### src/rtl/rf_text_screen_pkg.sv
// Shared types for the text-screen RAM port-A arbiter and its block engine.
package rf_text_screen_pkg;

    localparam logic OP_FILL = 1'b0;
    localparam logic OP_COPY = 1'b1;

    // Who owns the read data returning on the RAM port.
    typedef enum logic [1:0] {OWN_NONE, OWN_CPU, OWN_ENG} owner_t;

    typedef enum logic [2:0] {IDLE, FILL, CRD, CWAIT, CWR, DONE} eng_state_t;

endpackage

### src/rtl/rf_text_screen_eng.sv
// Block engine: fill and overlap-safe copy over the text RAM, one cell per granted slot.
module rf_text_screen_eng
    import rf_text_screen_pkg::*;
#(
    parameter int AWID = 14
) (
    input  logic            clk_i,
    input  logic            rst_ni,
    input  logic            cmd_valid_i,
    output logic            cmd_ready_o,
    input  logic            cmd_op_i,
    input  logic [AWID-1:0] cmd_src_i,
    input  logic [AWID-1:0] cmd_dst_i,
    input  logic [AWID:0]   cmd_len_i,
    input  logic [63:0]     cmd_fill_i,
    output logic            busy_o,
    output logic            done_o,
    output logic            slot_req,
    output logic            slot_we,
    output logic [AWID-1:0] slot_adr,
    output logic [63:0]     slot_dat,
    input  logic            slot_gnt,
    input  logic            rd_vld,
    input  logic [63:0]     rd_dat
);

    localparam logic [AWID:0] ONE_LEN = (AWID+1)'(1);

    eng_state_t      state;
    logic [AWID-1:0] src, dst, step;
    logic [AWID:0]   rem;
    logic            desc;
    logic [63:0]     fill, hold;
    logic            ready_q, busy_q, done_q;

    // Descending copies step by -1, which is all-ones modulo 2^AWID.
    assign step = desc ? {AWID{1'b1}} : AWID'(1);

    assign cmd_ready_o = ready_q;
    assign busy_o      = busy_q;
    assign done_o      = done_q;

    always_ff @(posedge clk_i or negedge rst_ni) begin
        if (!rst_ni) begin
            state   <= IDLE;
            src     <= '0;
            dst     <= '0;
            rem     <= '0;
            desc    <= 1'b0;
            fill    <= '0;
            hold    <= '0;
            ready_q <= 1'b1;
            busy_q  <= 1'b0;
            done_q  <= 1'b0;
        end else begin
            done_q <= 1'b0;
            case (state)
                IDLE: begin
                    if (cmd_valid_i) begin
                        fill    <= cmd_fill_i;
                        rem     <= cmd_len_i;
                        busy_q  <= 1'b1;
                        ready_q <= 1'b0;
                        // memmove rule: a destination above the source copies from the top down
                        if (cmd_op_i == OP_COPY && cmd_dst_i > cmd_src_i) begin
                            desc <= 1'b1;
                            src  <= cmd_src_i + AWID'(cmd_len_i - ONE_LEN);
                            dst  <= cmd_dst_i + AWID'(cmd_len_i - ONE_LEN);
                        end else begin
                            desc <= 1'b0;
                            src  <= cmd_src_i;
                            dst  <= cmd_dst_i;
                        end
                        if (cmd_len_i == '0) begin
                            state  <= DONE;
                            done_q <= 1'b1;
                        end else begin
                            state <= (cmd_op_i == OP_COPY) ? CRD : FILL;
                        end
                    end
                end
                FILL: begin
                    if (slot_gnt) begin
                        dst <= dst + step;
                        rem <= rem - ONE_LEN;
                        if (rem == ONE_LEN) begin
                            state  <= DONE;
                            done_q <= 1'b1;
                        end
                    end
                end
                CRD: begin
                    if (slot_gnt) begin
                        src   <= src + step;
                        state <= CWAIT;
                    end
                end
                CWAIT: begin
                    if (rd_vld) begin
                        hold  <= rd_dat;
                        state <= CWR;
                    end
                end
                CWR: begin
                    if (slot_gnt) begin
                        dst <= dst + step;
                        rem <= rem - ONE_LEN;
                        if (rem == ONE_LEN) begin
                            state  <= DONE;
                            done_q <= 1'b1;
                        end else begin
                            state <= CRD;
                        end
                    end
                end
                DONE: begin
                    state   <= IDLE;
                    busy_q  <= 1'b0;
                    ready_q <= 1'b1;
                end
                default: state <= IDLE;
            endcase
        end
    end

    always_comb begin
        slot_req = 1'b0;
        slot_we  = 1'b0;
        slot_adr = dst;
        slot_dat = fill;
        case (state)
            FILL: begin
                slot_req = 1'b1;
                slot_we  = 1'b1;
            end
            CRD: begin
                slot_req = 1'b1;
                slot_adr = src;
            end
            CWR: begin
                slot_req = 1'b1;
                slot_we  = 1'b1;
                slot_dat = hold;
            end
            default: ;
        endcase
    end

endmodule

### src/rtl/rf_text_screen_arb.sv
// Text-screen RAM port-A arbiter: round-robin between the CPU slave and the block engine.
module rf_text_screen_arb
    import rf_text_screen_pkg::*;
#(
    parameter  int TEXT_CELL_COUNT = 16384,
    parameter  int RD_LAT          = 2,
    localparam int AWID            = $clog2(TEXT_CELL_COUNT)
) (
    input  logic            clk_i,
    input  logic            rst_ni,
    input  logic            cpu_cs_i,
    input  logic            cpu_we_i,
    input  logic [7:0]      cpu_sel_i,
    input  logic [AWID-1:0] cpu_adr_i,
    input  logic [63:0]     cpu_dat_i,
    output logic [63:0]     cpu_dat_o,
    output logic            cpu_ack_o,
    input  logic            cmd_valid_i,
    output logic            cmd_ready_o,
    input  logic            cmd_op_i,
    input  logic [AWID-1:0] cmd_src_i,
    input  logic [AWID-1:0] cmd_dst_i,
    input  logic [AWID:0]   cmd_len_i,
    input  logic [63:0]     cmd_fill_i,
    output logic            busy_o,
    output logic            done_o,
    output logic            ram_cs_o,
    output logic            ram_we_o,
    output logic [7:0]      ram_sel_o,
    output logic [AWID-1:0] ram_adr_o,
    output logic [63:0]     ram_dat_o,
    input  logic [63:0]     ram_dat_i
);

    logic            slot_req, slot_we;
    logic [AWID-1:0] slot_adr;
    logic [63:0]     slot_dat;
    logic            cpu_req, cpu_gnt, eng_gnt;
    logic            cpu_pend, wr_ack_q, last_cpu;
    owner_t          own_pipe [RD_LAT];
    owner_t          own_nxt;
    owner_t          own_ret;

    rf_text_screen_eng #(.AWID(AWID)) u_eng (
        .clk_i       (clk_i),
        .rst_ni      (rst_ni),
        .cmd_valid_i (cmd_valid_i),
        .cmd_ready_o (cmd_ready_o),
        .cmd_op_i    (cmd_op_i),
        .cmd_src_i   (cmd_src_i),
        .cmd_dst_i   (cmd_dst_i),
        .cmd_len_i   (cmd_len_i),
        .cmd_fill_i  (cmd_fill_i),
        .busy_o      (busy_o),
        .done_o      (done_o),
        .slot_req    (slot_req),
        .slot_we     (slot_we),
        .slot_adr    (slot_adr),
        .slot_dat    (slot_dat),
        .slot_gnt    (eng_gnt),
        .rd_vld      (own_ret == OWN_ENG),
        .rd_dat      (ram_dat_i)
    );

    assign own_ret   = own_pipe[RD_LAT-1];
    assign cpu_ack_o = wr_ack_q | (own_ret == OWN_CPU);
    assign cpu_dat_o = (own_ret == OWN_CPU) ? ram_dat_i : '0;

    // Reset gates the CPU request so the RAM pins stay idle while held in reset.
    assign cpu_req = rst_ni & cpu_cs_i & ~cpu_pend & ~cpu_ack_o;
    assign cpu_gnt = cpu_req & (~slot_req | ~last_cpu);
    assign eng_gnt = slot_req & ~cpu_gnt;

    always_comb begin
        own_nxt = OWN_NONE;
        if (cpu_gnt && !cpu_we_i)
            own_nxt = OWN_CPU;
        else if (eng_gnt && !slot_we)
            own_nxt = OWN_ENG;
    end

    always_ff @(posedge clk_i or negedge rst_ni) begin
        if (!rst_ni) begin
            cpu_pend <= 1'b0;
            wr_ack_q <= 1'b0;
            last_cpu <= 1'b0;
            for (int i = 0; i < RD_LAT; i++)
                own_pipe[i] <= OWN_NONE;
        end else begin
            wr_ack_q <= cpu_gnt & cpu_we_i;
            if (cpu_gnt)
                cpu_pend <= 1'b1;
            else if (cpu_ack_o)
                cpu_pend <= 1'b0;
            if (cpu_gnt)
                last_cpu <= 1'b1;
            else if (eng_gnt)
                last_cpu <= 1'b0;
            own_pipe[0] <= own_nxt;
            for (int i = 1; i < RD_LAT; i++)
                own_pipe[i] <= own_pipe[i-1];
        end
    end

    always_comb begin
        ram_cs_o  = 1'b0;
        ram_we_o  = 1'b0;
        ram_sel_o = '0;
        ram_adr_o = '0;
        ram_dat_o = '0;
        if (cpu_gnt) begin
            ram_cs_o  = 1'b1;
            ram_we_o  = cpu_we_i;
            ram_sel_o = cpu_sel_i;
            ram_adr_o = cpu_adr_i;
            ram_dat_o = cpu_dat_i;
        end else if (eng_gnt) begin
            ram_cs_o  = 1'b1;
            ram_we_o  = slot_we;
            ram_sel_o = 8'hFF;
            ram_adr_o = slot_adr;
            ram_dat_o = slot_we ? slot_dat : '0;
        end
    end

endmodule

### config.mk
export PLATFORM = sky130hd
export DESIGN_NAME = rf_text_screen_arb
export DESIGN_NICKNAME = d
export VERILOG_FILES = /design/src/rtl/rf_text_screen_pkg.sv /design/src/rtl/rf_text_screen_eng.sv /design/src/rtl/rf_text_screen_arb.sv
export SDC_FILE = /design/constraint.sdc
export NUM_CORES = 1
export LEC_CHECK = 0
export ABC_AREA = 1
export CAP_MARGIN = 25
export CORE_AREA = 4 4 225 227
export DETAILED_ROUTE_END_ITERATION = 10
export DIE_AREA = 0 0 229 231
export GPL_TIMING_DRIVEN = 0
export MAX_ROUTING_LAYER = met4
export SYNTH_ARGS = -nofsm -noshare
export SYNTH_HDL_FRONTEND = slang
export SYNTH_SLANG_ARGS = --single-unit
### constraint.sdc
create_clock -name clk_i -period 3.3 [get_ports clk_i]
set_input_delay 0.33 -clock clk_i [delete_from_list [all_inputs] [get_ports clk_i]]
set_output_delay 0.33 -clock clk_i [all_outputs]
set_load 0.05 [all_outputs]
# == Word-level counts from Yosys, hierarchy flattened ==
# Cells that the tools add are included.
# word_totals
output_inout_bits,156
input_bits,263
register_bits,185
word_cells,124
# op_classes
muxes,54
n_bitwise,13
n_lt_le_gt_ge,1
reduce_logical,20
n_eq_ne,15
add_sub_neg,6
# ops
operator,count
64-bit two-way mux,5
14-bit two-way mux,10
14-bit adder,4
14-bit one-hot mux with 2 select lines,2
15-bit two-way mux,2
15-bit one-hot mux with 2 select lines,1
3-bit two-way mux,8
1-bit two-way mux,17
8-bit two-way mux,2
"15-bit by 1-bit equality test with 1-bit output, second input constant",1
15-bit logical NOT,1
3-bit one-hot mux with 5 select lines,1
"15-bit by 1-bit subtractor with 15-bit output, second input constant",1
14-bit greater-than comparator,1
"14-bit by 1-bit subtractor with 14-bit output, second input constant",1
2-bit nonzero test,5
"2-bit != test, second input constant",4
1-bit bitwise AND,6
"3-bit by 2-bit equality test with 1-bit output, second input constant",2
"3-bit equality test, second input constant",2
2-bit two-way mux,3
"2-bit by 1-bit != test with 1-bit output, second input constant",3
1-bit one-hot mux with 2 select lines,3
2-bit AND reduction,3
12 further kinds,21

# == Logic depth before layout (Yosys ltp) ==
# Gate-level depths: netlist of the first run.
# depth
ltp_word,11
ltp_mapped,21
ltp_nobuf,21

# == Hierarchy ==
# Synthesis of the first run repeated with hierarchy kept, for this count alone.
# unflattened
hier_cells,2186
hier_area_um2,14441.4
# modules_own_cells
module,seq_area_each_um2,area_each_um2,instances,cells_per_inst
rf_text_screen_eng,4455.5,11788.8,1,1598
rf_text_screen_arb,175.2,2652.5,1,588

# == Worst setup path after synthesis of the first run ==
# Ideal clock, no wire load.
# synth_timing
path_type,register -> output
start,"register own_pipe, in the netlist own_ret[1]"
end,output port ram_dat_o[34]
setup_slack_ns,0.342
stages_incl_launch_ff,10
t_required_ns,2.970
t_arrival_ns,2.628
path_cell_list,dfrtp_1 -> inv_1 -> nand2_1 -> nand2_1 -> nor2_2 -> nand2_4 -> nand2_1 -> buf_2 -> clkbuf_2 -> o21ai_0
# synth_between
elab_chain_cells,9
# synth_lines
element,line_no,rtl
from (decl),rf_text_screen_arb.sv:40,owner_t own_pipe [RD_LAT];
"from (signal, indexed assignment)",rf_text_screen_arb.sv:101,own_pipe[i] <= own_pipe[i-1];
2-bit by 1-bit equality test with 1-bit output *,rf_text_screen_arb.sv:66,assign cpu_ack_o = wr_ack_q | (own_ret == OWN_CPU);
1-bit OR *,rf_text_screen_arb.sv:66,
named net cpu_ack_o,rf_text_screen_arb.sv:17,"output logic cpu_ack_o,"
1-bit inverter *,rf_text_screen_arb.sv:70,assign cpu_req = rst_ni & cpu_cs_i & ~cpu_pend & ~cpu_ack_o;
1-bit bitwise AND *,rf_text_screen_arb.sv:70,
1-bit bitwise AND *,rf_text_screen_arb.sv:71,assign cpu_gnt = cpu_req & (~slot_req | ~last_cpu);
1-bit inverter,rf_text_screen_arb.sv:72,assign eng_gnt = slot_req & ~cpu_gnt;
1-bit bitwise AND,rf_text_screen_arb.sv:72,
64-bit two-way mux,rf_text_screen_arb.sv:117,end else if (eng_gnt) begin
64-bit two-way mux *,rf_text_screen_arb.sv:111,if (cpu_gnt) begin
to (decl),rf_text_screen_arb.sv:31,"output logic [63:0] ram_dat_o,"
# The timed path passes the listed nets; every way through them passes the cells marked *.

# == Final worst setup path of the first run ==
# layout_timing
start,register u_eng.state[1]
end,output port ram_dat_o[32]
# layout_between
elab_chain_cells,10
elab_cells_between_ends,16
classes_between,3 x eq/ne; 6 x mux; 5 x bitwise; 2 x reduce/logical
# layout_lines
element,line_no,rtl
from (decl),rf_text_screen_eng.sv:29,eng_state_t state;
from (signal assigned),rf_text_screen_eng.sv:78,state <= (cmd_op_i == OP_COPY) ? CRD : FILL;
"3-bit by 1-bit equality test with 1-bit output, or another cell as far along",rf_text_screen_eng.sv:131,case (state)
3-bit OR reduction (no source line),-,
1-bit two-way mux,rf_text_screen_eng.sv:131,
1-bit inverter,rf_text_screen_arb.sv:71,
1-bit OR,rf_text_screen_arb.sv:71,
1-bit bitwise AND,rf_text_screen_arb.sv:71,
1-bit inverter,rf_text_screen_arb.sv:72,
1-bit bitwise AND,rf_text_screen_arb.sv:72,
64-bit two-way mux,rf_text_screen_arb.sv:117,
64-bit two-way mux *,rf_text_screen_arb.sv:111,
# Mark *: on every way between the ends. The rest lies on a longest branch, timed or not.

==> impl_metrics.py, run 1 <==
metrics = {
    "run_status": {
        "status": "completed",
    },
    "die": {
        "die_w_um": 229,
        "die_h_um": 231,
        "io_pins": 419,
        "die-area_sq_um": 52900,
        "rows": 81,
        "core_area_sq_um": 48600,
        "start_util": 0.277,
    },
    "routing": {
        "ant_nets": 0,
        "drt_iter0_drc": 1080,
        "first_pass_iters": 5,
        "via_count": 14800,
        "wire_per_inst_um": 19.5,
        "vias_per_cell": 4.89,
        "drc": 0,
        "wirelength_mm": 58.8,
    },
    "global_route": {
        "grt_antenna_before_repair": 2,
        "grt.busiest_layer": "met2",
        "gr-usage-met3": 0.0366,
        "use_met1": 0.280,
        "grt_max_degree": 69,
        "met2_usage": 0.370,
        "grt_use_total": 0.221,
        "grt_pass1_wl_mm": 88.2,
        "grt_overflow": 0,
        "grt_pass1_vias": 15000,
    },
    "sta": {
        "slew_violations": 0,
        "maxSlewHeadroom": 0.499,
        "finalSetupViolations": 0,
        "fmaxAchievable_mhz": 314,
        "fin_worst_skew_ns": 0.0101,
        "period_share": 0.965,
        "rsz0062_at_grt": "true",
        "worst_pin_slew_ns": 0.751,
        "hold_viol": 0,
        "period_needed_ns": 3.18,
    },
    "synthesis": {
        "synth_mux_area_frac": 0.0475,
        "synth_top_area_frac": 0.341,
        "async_flop_share": 1.00,
        "synth_edf_count": 0,
        "syn_inst": 1936,
        "syn-num-nets": 2277,
        "ys_ff_latch": 185,
        "ys_seq_area_frac": 0.343,
        "synth_top_family_by_area": "simple AND/OR/NAND/NOR gates",
        "yosys_warnings": 0,
        "synthAdderAreaFrac": 0.0746,
        "synthSimpleGateAreaFrac": 0.288,
        "synth-xor-area-share": 0.0240,
        "synth_area_sq_um": 13500,
        "synth_compound_area_frac": 0.142,
        "synth_most_common_cell": "nand2_1",
        "synth_common_cells": "nand2_1, nor2_1, o21ai_0",
        "synth_cell_types": 49,
        "synth_top_area_cell": "dfrtp_1",
        "synthFlopType": "dfrtp_1",
        "syn_area_per_cell_sq_um": 6.97,
        "ys_top_cells_by_area": "dfrtp_1, nand2_1, o21ai_0",
    },
    "cells_and_area": {
        "fin_area_sq_um": 19200,
        "multi_input_area_sq_um": 7900,
        "fillers": 5169,
        "finish.utilization": 0.395,
        "drive_above_1_share": 0.0840,
        "layout.nets": 2721,
        "seqCellArea_sq_um": 4630,
        "area_growth_pct": 42.4,
    },
    "power_and_ir_drop": {
        "p_leak_nw": 9.21,
        "vdd_drop_max_uv": 467,
        "powerDensity_nw_per_um2": 873,
    },
    "setup_path": {
        "worstSetupStartpoint": "u_eng.state[1]$_DFFE_PN0P_",
        "arrival_ns": 2.85,
        "reg2reg_from": "u_eng.desc$_DFFE_PN0P_",
        "path_class": "flip-flop to primary output",
        "end_kind": "primary output",
        "required_ns": 2.97,
        "worstPathMaxFanout": 10,
        "cp-start-kind": "flip-flop",
    },
    "cts": {
        "cts_sinks": 185,
        "cts.path.max_buffers": 2,
        "clkTransAtPathRegs_ns": 0.07,
        "cts_tree": "yes",
        "clk_latency_ns": 0.44,
        "cts_buffers": 17,
        "htreeDepth": 4,
        "cts_root_buf": "clkbuf_16",
    },
    "place": {
        "place_area_sq_um": 18500,
        "gp_congestion": 0.937,
        "port_buffers": 418,
        "hpwlAfterDp_mm": 47.9,
    },
    "min_path": {
        "hp-class": "flip-flop to flip-flop",
        "hold_start": "own_pipe[2]$_DFF_PN0_",
    },
    "run": {
        "maxCapViolCount": 0,
    },
}
state kept, by name, indices dropped and copies added (netlist names):
register           cells
cpu_pend               1
last_cpu               1
own_pipe               2
own_ret                2
u_eng.busy_o           1
u_eng.cmd_ready_o      1
u_eng.desc             1
u_eng.done_o           1
u_eng.dst             14
u_eng.fill            64
u_eng.hold            64
u_eng.rem             15
u_eng.src             14
u_eng.state            3
wr_ack_q               1
layout by cell type, fill, tap and decap left out, types with 8 or more instances in the layout:
cell             instances
a21oi_1                 73
buf_4                   42
nor3_1                  15
nand4_1                  8
xor2_1                  21
mux2i_1                 64
dlygate4sd2_1           10
o31ai_1                 10
clkbuf_16               17
o21ai_1                 31
o21ai_0                169
inv_1                  175
dfrtp_1                184
nand2_1                567
ha_1                    74
o21a_1                  10
clkbuf_1                43
xnor2_1                 13
o211ai_1                13
nor2_1                 196
nand3_1                139
clkdlybuf4s50_1        329
buf_2                   39
clkbuf_2                15
clkdlybuf4s15_2         20
per-stage QoR:
stage	power, mW	std cells	setup slack (ns)	setup TNS, ns	hold WS [ns]
global route	18.0	3016	-0.0311	-0.0620	0.368
floorplan	10.9	1936	0.342	0	0.0344
detailed placement	14.6	2979	-0.798	-48.10	0.284
CTS	16.7	3013	-0.0916	-0.186	0.358
global placement	14.5	2976	-7.89	-2140.85	0.343
finish	16.8	3017	0.115	0	0.353
cell families after synthesis:
family          Yosys count
compound gates          349
xor+xnor                 37
fa+ha+maj                78
buf+inv                 272
flops                   185
mux                      64
simple gates            951
worst paths after layout:
path                                         endpoint  slack [ns]  depth (start not counted)
setup / recovery                        ram_dat_o[32]        0.12                         11
hold / removal                   own_ret[0]$_DFF_PN0_        0.35                          0
setup reg to reg             u_eng.dst[8]$_DFFE_PN0P_        0.47                         13
hold reg to reg                  own_ret[0]$_DFF_PN0_        0.35                          0
max in group asynchronous    u_eng.dst[1]$_DFFE_PN0P_        1.98                          4
min in group asynchronous  u_eng.hold[38]$_DFFE_PN0P_        0.62                          3
worst max-delay path, cell delays in order, from the launching register on:
cell	delay (ns)
dfrtp_1	0.36
buf_2	0.22
a21oi_4	0.19
nand2_4	0.13
nand2_4	0.13
nand2_8	0.13
nand2_8	0.14
nand2_1	0.16
buf_4	0.24
clkbuf_2	0.19
o21ai_0	0.20
buf_2	0.30
cell type report:
type	count	area share
multi-input cells	1479	0.411
flip-flops and latches	185	0.241
repair buffers	425	0.216
well taps	622	0.0405
inverters	180	0.0352
clock buffers	19	0.0231
plain buffers	92	0.0224
clock inverters	12	0.00958
diodes	3	0.000391
what timing repair did:
action / 4_1_cts / 5_1_grt
hold buffers: 2 / 0
hold endpoints to repair: 55 / 0
resized for setup: 476 / 46
pin swaps: 1 / 1
gates cloned: 0 / 0
setup buffers: 1 / 1
setup endpoints to repair: 90 / 77
per-layer routing:
layer	routed length, um	part of all wire	vias up
li1	-	-	7218
met1	25800	0.44	7044
met2	28900	0.49	450
met3	2780	0.047	49
met4	1320	0.022	0
met5	0	0	-
power by group:
group	leakage [nW]	switching, mW	internal [mW]	total (mW)
Clock	0.307	1.01	1.24	2.25
Combinational	6.71	7.07	3.32	10.4
Sequential	2.19	0.763	3.36	4.12
Total	9.21	8.84	7.92	16.8
Note: power is estimated with default switching activity, not from simulation.
==> run 2, diff against run 1 <==
--- a/config.mk
+++ b/config.mk
@@ -7,9 +7,10 @@
 export LEC_CHECK = 0
 export ABC_AREA = 1
 export CAP_MARGIN = 25
-export CORE_AREA = 4 4 225 227
+export CORE_AREA = 2 2 223 225
+export CTS_CLUSTER_SIZE = 28
 export DETAILED_ROUTE_END_ITERATION = 10
-export DIE_AREA = 0 0 229 231
+export DIE_AREA = 0 0 225 227
 export GPL_TIMING_DRIVEN = 0
 export MAX_ROUTING_LAYER = met4
 export SYNTH_ARGS = -nofsm -noshare
==> run 2 against run 1 <==
- core utilization increased by 0.32 points
- die area decreased by 3.4%
- critical path type unchanged
- first-iteration DRC count decreased by 3.8%
- fmax decreased by 2.5%
- non-clock buffer count increased by 9
- hold slack got worse by 0.0032 ns
- power decreased by 0.54%
- cell count increased by 0.36%
- clock power decreased by 5%
- highest routed layer unchanged
- wire length increased by 0.93%
- sequential share of layout area decreased by 0.14 points
- design area increased by 0.59%
==> impl_metrics.py, run 2 (same netlist as run 1, synthesis figures left out) <==
metrics = {
    "global_route": {
        "grt_overflow": 0,
        "grt_pass1_vias": 14600,
        "grt_antenna_before_repair": 3,
        "grt_pass1_wl_mm": 87.5,
        "grt_max_degree": 58,
        "grt_use_total": 0.235,
    },
    "sta": {
        "fin_worst_skew_ns": 0.0132,
        "slew_violations": 0,
        "maxSlewHeadroom": 0.500,
        "setup-tns-final_ns": 0,
        "fmaxAchievable_mhz": 306,
        "worst_pin_slew_ns": 0.751,
        "hold_viol": 0,
        "hold_ws_ns": 0.350,
        "finalSetupViolations": 0,
        "period_needed_ns": 3.26,
        "period_share": 0.989,
    },
    "cells_and_area": {
        "multi_input_area_sq_um": 7860,
        "final_cell_mix": "nand2_1, clkdlybuf4s50_1, nor2_1, dfrtp_1, inv_1",
        "layout_commonest_cell": "nand2_1",
        "area_growth_pct": 43.2,
        "layout.nets": 2730,
        "final_cells": 3028,
        "fin_area_sq_um": 19300,
        "drive_above_1_share": 0.0841,
        "seqCellArea_sq_um": 4630,
        "fillers": 5109,
        "largestRegisters": "u_eng.fill (64), u_eng.hold (64), u_eng.rem (15)",
    },
    "die": {
        "rows": 81,
        "io_pins": 419,
        "die-area_sq_um": 51100,
        "die_w_um": 225,
        "core_area_sq_um": 48500,
        "die_h_um": 227,
        "start_util": 0.278,
    },
    "place": {
        "dp.cells": 2978,
        "place_area_sq_um": 18500,
        "hpwlAfterDp_mm": 47.5,
        "gp_congestion": 0.961,
        "port_buffers": 418,
    },
    "setup_path": {
        "cpLargestDelayFamily": "compound AO/OA/AOI/OAI gates",
        "required_ns": 2.97,
        "path_class": "flip-flop to primary output",
        "worstPathCellList": "buf_4 > nor2_2 > nand2_4 > clkbuf_1 > o21ai_1 > a32o_1 > clkdlybuf4s15_2",
        "worstPathMaxFanout": 10,
        "slowest_delay_ns": 0.60,
        "path_buf_inv": 3,
        "arrival_ns": 2.93,
        "end_kind": "primary output",
        "critPathSlowestCell": "o21ai_1",
        "rrSetupSlack_ns": 0.55,
        "cp-start-kind": "flip-flop",
    },
    "cts": {
        "cts_buffers": 17,
        "cts.path.max_buffers": 2,
        "cts_root_buf": "clkbuf_16",
        "clkTransAtPathRegs_ns": 0.07,
        "cts_tree": "yes",
        "clk_latency_ns": 0.46,
        "htreeDepth": 4,
        "cts_sinks": 185,
    },
    "routing": {
        "via_count": 14700,
        "ant_nets": 0,
        "drt_iter0_drc": 1039,
        "wire_per_inst_um": 19.6,
        "wirelength_mm": 59.3,
        "vias_per_cell": 4.87,
        "first_pass_iters": 5,
        "drc": 0,
    },
    "power_and_ir_drop": {
        "vdd_drop_max_uv": 504,
        "powerDensity_nw_per_um2": 863,
        "power_mw": 16.7,
        "p_leak_nw": 9.25,
    },
    "run_status": {
        "status": "completed",
    },
    "run": {
        "maxCapViolCount": 0,
    },
    "min_path": {
        "hp-class": "flip-flop to flip-flop",
    },
}
run 2: cell types whose count changed in the layout (fill, tap and decap cells not counted), sizes merged:
cell | previous run | this run
bufinv | 3 | 0
clkdlybuf4s15 | 20 | 24
dlygate4sd2 | 10 | 9
clkbuf | 81 | 79
inv | 186 | 187
diode | 3 | 4
clkdlybuf4s18 | 0 | 1
buf | 94 | 97
dlymetal6s2s | 1 | 0
dlygate4sd3 | 1 | 5
bufbuf | 0 | 1
clkinv | 3 | 6
run 2: what timing repair did:
| item | 4_1_cts | 5_1_grt |
|---|---|---|
| pin swaps | 2 | 0 |
| endpoints found under the hold margin | 103 | 0 |
| setup endpoints to repair | 93 | 70 |
| hold buffers | 9 | 0 |
| setup buffers | 4 | 0 |
| gates resized for setup | 490 | 24 |
| cloned | 1 | 0 |
run 2: per-stage QoR:
step	utilization	setup slack (ns)
floorplan	-	0.342
global placement	0.380	-7.99
detailed placement	0.381	-1.59
CTS	0.397	0.000164
global route	0.398	-0.00202
finish	0.398	0.0353
run 2: report_power, final:
group | switching [mW] | total (mW) | leakage [nW] | internal, mW
Combinational | 7.08 | 10.4 | 6.77 | 3.33
Clock | 1.07 | 2.13 | 0.297 | 1.06
Sequential | 0.770 | 4.13 | 2.19 | 3.36
Total | 8.92 | 16.7 | 9.25 | 7.75
run 2: cell type report:
type | instances | share of cell area
Tap cell | 622 | 0.0403
Clock buffer | 19 | 0.0234
Inverter | 180 | 0.0350
Clock inverter | 13 | 0.00777
Buffer | 92 | 0.0221
Multi-Input combinational cell | 1479 | 0.407
Sequential cell | 185 | 0.240
Antenna cell | 4 | 0.000518
Timing Repair Buffer | 434 | 0.224
run 2: layer usage:
metal  global-route usage  part of all wire  wire length, um
met3               0.0350             0.053             3150
met5                    -                 0                0
met1                0.293              0.43            25700
met2                0.397              0.49            29200
met4               0.0634             0.022             1300
run 2: path summary, 6_finish.rpt:
kind,startpoint,end,cells after the start
min in group asynchronous,rst_ni,u_eng.cmd_ready_o$_DFFE_PN1P_,2
max,u_eng.state[0]$_DFFE_PN0P_,ram_adr_o[1],7
max reg2reg,u_eng.desc$_DFFE_PN0P_,u_eng.dst[8]$_DFFE_PN0P_,13
min reg2reg,own_pipe[3]$_DFF_PN0_,own_ret[1]$_DFF_PN0_,0
max in group asynchronous,rst_ni,u_eng.fill[7]$_DFFE_PN0P_,5
min,own_pipe[3]$_DFF_PN0_,own_ret[1]$_DFF_PN0_,0
